$ cat config.mk
export PLATFORM = sky130hd
export DESIGN_NAME = pipe_latch_skid
export DESIGN_NICKNAME = d
export VERILOG_FILES = /design/src/rtl/pipe_latch_skid.sv
export SDC_FILE = /design/constraint.sdc
export NUM_CORES = 1
export LEC_CHECK = 0
export BUFFER_PORTS_ARGS = -buffer_cell sky130_fd_sc_hd__buf_2
export CAP_MARGIN = 10
export CORE_ASPECT_RATIO = 1.25
export CORE_UTILIZATION = 40
export DETAILED_ROUTE_END_ITERATION = 7
export PLACE_DENSITY_LB_ADDON = 0.15
export SLEW_MARGIN = 20
export SYNTH_ARGS = -nofsm -noshare
export SYNTH_HDL_FRONTEND = slang
export SYNTH_SLANG_ARGS = --single-unit
$ cat constraint.sdc
create_clock -name clk -period 14.12 [get_ports clk]
set_input_delay 3.53 -clock clk [delete_from_list [all_inputs] [get_ports clk]]
set_output_delay 3.53 -clock clk [all_outputs]
set_load 0.02 [all_outputs]
$ cat src/rtl/pipe_latch_skid.sv
// Two-entry pipeline latch with skid buffer: main register drives the output,
// skid register absorbs one beat so in_ready never depends on out_ready.
module pipe_latch_skid #(
  parameter int unsigned WIDTH  = 32,
  parameter int unsigned FIELDS = 4,
  parameter int unsigned CNT_W  = 16
) (
  input  logic                    clk,
  input  logic                    reset,
  input  logic                    in_valid,
  output logic                    in_ready,
  input  logic [FIELDS*WIDTH-1:0] in_data,
  output logic                    out_valid,
  input  logic                    out_ready,
  output logic [FIELDS*WIDTH-1:0] out_data,
  input  logic                    flush,
  output logic [1:0]              occupancy,
  output logic [CNT_W-1:0]        stall_cnt
);

  localparam int unsigned P = FIELDS * WIDTH;

  localparam logic [1:0] EMPTY = 2'd0;
  localparam logic [1:0] ONE   = 2'd1;
  localparam logic [1:0] TWO   = 2'd2;

  logic [1:0]   state;
  logic [1:0]   state_nxt;
  logic [P-1:0] main_q;
  logic [P-1:0] skid_q;
  logic         load_main;
  logic         load_skid;
  logic         main_from_skid;
  logic         in_acc;
  logic         out_acc;

  // Handshake decodes come straight from the state register.
  assign in_ready  = (state != TWO) && !reset;
  assign out_valid = (state == ONE) || (state == TWO);
  assign occupancy = state;
  assign out_data  = main_q;
  assign in_acc    = in_valid && in_ready;
  assign out_acc   = out_valid && out_ready;

  always_ff @(posedge clk or posedge reset) begin
    if (reset) begin
      state <= EMPTY;
    end else begin
      state <= state_nxt;
    end
  end

  // Next state and data-register load enables; flush overrides everything.
  always_comb begin
    state_nxt      = state;
    load_main      = 1'b0;
    load_skid      = 1'b0;
    main_from_skid = 1'b0;
    case (state)
      EMPTY: begin
        if (in_acc) begin
          state_nxt = ONE;
          load_main = 1'b1;
        end
      end
      ONE: begin
        if (in_acc && out_acc) begin
          load_main = 1'b1;
        end else if (in_acc) begin
          state_nxt = TWO;
          load_skid = 1'b1;
        end else if (out_acc) begin
          state_nxt = EMPTY;
        end
      end
      TWO: begin
        if (out_acc) begin
          state_nxt      = ONE;
          load_main      = 1'b1;
          main_from_skid = 1'b1;
        end
      end
      default: state_nxt = EMPTY;
    endcase
    if (flush) begin
      state_nxt = EMPTY;
      load_main = 1'b0;
      load_skid = 1'b0;
    end
  end

  always_ff @(posedge clk or posedge reset) begin
    if (reset) begin
      main_q <= '0;
      skid_q <= '0;
    end else begin
      if (load_main) begin
        main_q <= main_from_skid ? skid_q : in_data;
      end
      if (load_skid) begin
        skid_q <= in_data;
      end
    end
  end

  // Saturating count of back-pressured cycles; flush does not touch it.
  always_ff @(posedge clk or posedge reset) begin
    if (reset) begin
      stall_cnt <= '0;
    end else if (out_valid && !out_ready && (stall_cnt != {CNT_W{1'b1}})) begin
      stall_cnt <= stall_cnt + CNT_W'(1);
    end
  end

endmodule
==> out/qor.csv <==
stage,metric,value,unit
synth,top-count cell post-synth,dfrtp_1,
hold_path,Hold WC Path Type,register to register,
die,die width,156,µm
cts,root buffer cell,clkbuf_16,
synth,Avg Inst Size Synth,12.5,µm²
global_routing,vias in the first global route,8830,
cts,CTS tree,built,
setup_path,Critical Path Start,reset,
synth,ys async rst share,100,%
cts,worst skew pair latency,0.55,ns
die,core area,29200,µm²
global_routing,first-pass GRT wire length,47000,µm
run_status,outcome,"finished, final reports clean",
synth,Mapped Cells,942,
global_routing,gr ovfl total,0,
die,Die ar.,30200,µm²
synth,cell area after synthesis,11800,µm²
placed_design,Placement Setup Slack,6.63,ns
timing,Worst Slack Setup Final,6.64,ns
drt,initial DRC count,358,
power,peak supply drop,146,µV
drt,wire length per cell,18.0,µm
job,Max Cap Violations,0,
timing,final setup vio count,0,
synth,top cell type by total area after synthesis,dfrtp_1,
drt,Post-Route M1 WL,12500,µm
global_routing,Total Routing Usage GR,19.2,%
timing,min cycle time layout,7.48,ns
power,pwr dens,212,nW/µm²
timing,RSZ-0062 raised after global routing,false,
layout,"non-filler cells, final",1616,
drt,metal3 WL,1980,µm
setup_path,WP data arrival,3.95,ns
cts,post-cts repair resize count,0,
timing,crit share post-route,53.0,%
drt,vias per cell,5.23,
placed_design,HPWL Detailed,17500,µm
timing,Final Hold Fails,0,
timing,FMAX,0.134,GHz
timing,relative slew slack,34.1,%
timing,total negative slack,0,ns
drt,Total Routed Length,29000,µm
setup_path,r2r startpoint,occupancy[0],
setup_path,Worst setup EP type,output pin,
synth,yosys warns,0,
synth,Syn Nets,1081,
setup_path,length in cells of the worst reg-to-reg path,8,
synth,ys flop type,dfrtp_1,
cts,Sink Count,274,
placed_design,DP Area,13500,µm²
drt,max layer used,met5,
drt,via count,8448,
timing,Clock Skews,0.0186,ns
setup_path,WS Path Type,input pin to output pin,
power,Leakage,0.00746,µW
timing,Max Slew Vio Count,0,
drt,DRT Pass-1 Iters,4,
cts,postcts setup bufs,0,
synth,Netlist cell types,41,
cts,"Clk pin slew, worst setup/hold paths",0.06,ns
layout,Final Cell Area,14500,µm²
layout,area delta synth->final,23.0,%
cts,H-tree depth,1,
layout,nets,1331,
setup_path,crit-path max FO,3,
synth,Yosys top cell area share,58.0,%
hold_path,worst hold path cell count,1,
synth,"EDFF count, synth",0,
synth,"FF+latch count, synth",274,
placed_design,Placed Cells,1557,
setup_path,startpoint types,input pin,
layout,layout cells sized above 1,39.5,%
setup_path,R2R Path End,out_data[31],
global_routing,largest net degree at the start of global routing,147,
synth,Synth area leaders,"dfrtp_1 (58%), mux2_2 (12%), mux2i_1 (11%)",
cts,CTS Buf Count,29,
drt,met2 wire len,14000,µm
die,Initial Util,40.5,%
global_routing,initial antenna violation count,6,
layout,fillcell total,2655,
setup_path,Worst Path Required,10.59,ns
drt,drc violations,0,
timing,Slew @ Worst Pin,0.988,ns
drt,post-route antenna net violation count,0,
synth,post-synthesis sequential area ratio,58.0,%
placed_design,port bufs,280,
die,die height,194,µm
cts,hold_buf cts,0,
setup_path,Reg2Reg Setup Slack,10.86,ns
die,# rows,70,
die,num ports,281,
hold_path,hold_sp,skid_q[62],
cts,Bufs on Longest Clock Path,3,
hold_path,Hold Path End,skid_q[62],
synth,most frequent cells after synthesis,"dfrtp_1 (274), a21oi_1 (257), mux2_2 (129), mux2i_1 (129), buf_2 (45)",
placed_design,routability-driven placement congestion ratio,0.779,
==> state kept, by name (all words and copies together) (netlist names) <==
signal / count
skid_q: 128
occupancy: 2
out_data: 128
stall_cnt: 16
==> per-layer routing <==
metal	track usage, %	vias up
met3	5.27	40
met1	23.7	4276
li1	-	3916
met2	32.8	214
met4	5.56	2
met5	0	-
==> worst max path at each step <==
stage | slack [ns] | cells after the start | endpoint
after floorplan | 3.04 | 1 | occupancy[0]
after global placement | 6.63 | 3 | in_ready
after detailed placement | 6.63 | 3 | in_ready
after CTS | 6.63 | 3 | in_ready
after global routing | 6.59 | 3 | in_ready
final | 6.64 | 3 | in_ready
==> through the flow <==
stage / hold WS, ns / utilization [%] / power [µW]
after global routing: 0.509 / 49.8 / 3280
after global placement: 0.485 / 46.3 / 2290
after detailed placement: 0.492 / 46.3 / 2310
final: 0.501 / 49.8 / 3090
after CTS: 0.506 / 49.8 / 3120
after floorplan: 0.479 / - / 1960
==> power by group <==
part	total (µW)	internal (µW)	switching (µW)
Sequential	1320	1140	181
Combinational	969	396	573
Clock	798	482	316
==> final cells by class <==
| cell class | instances | area (µm²) | area share, % |
|---|---|---|---|
| Sequential cell | 274 | 6860 | 47.2 |
| Multi-Input combinational cell | 594 | 4660 | 32.0 |
| Timing Repair Buffer | 290 | 1490 | 10.2 |
| Clock buffer | 40 | 827 | 5.69 |
| Tap cell | 396 | 495 | 3.41 |
| Clock inverter | 14 | 179 | 1.23 |
| Inverter | 3 | 18.8 | 0.129 |
| Antenna cell | 5 | 12.5 | 0.0861 |
==> critical path, cell delays in order <==
cell and delay, ns:
buf_2 0.14, nor2_1 0.11, buf_2 0.17
==> kinds of logic (layout without fill, tap and decap cells) <==
kind of cell,after synthesis,after routing,synth area share (%)
DFF,274,274,58.0
and+or+nand+nor,51,51,2.70
muxes,259,259,23.4
xor gates and xnor gates,13,13,0.964
buffers and inverters,74,347,2.89
adders and majority gates,6,6,0.636
other,0,5,0
AOI/OAI and AO/OA,265,265,11.4
==> layout by cell type, fill, tap and decap left out, types with 2 or more instances in the layout <==
cell        instances
a21oi_1           257
and2_1              2
and2_4              2
and3_1              2
buf_2             280
buf_4               9
bufinv_16           4
clkbuf_1            5
clkbuf_16          29
clkbuf_8            6
clkinv_2            7
clkinvlp_4          2
dfrtp_1           274
diode_2             5
ha_1                6
inv_1               2
mux2_2            129
mux2i_1           129
nand2_1            10
nand3_1             8
nand4_1             4
nand4_4             2
nor2_1              5
nor3_1              2
xnor2_1            11
xor2_1              2
Power figures use the tool's default switching activity.
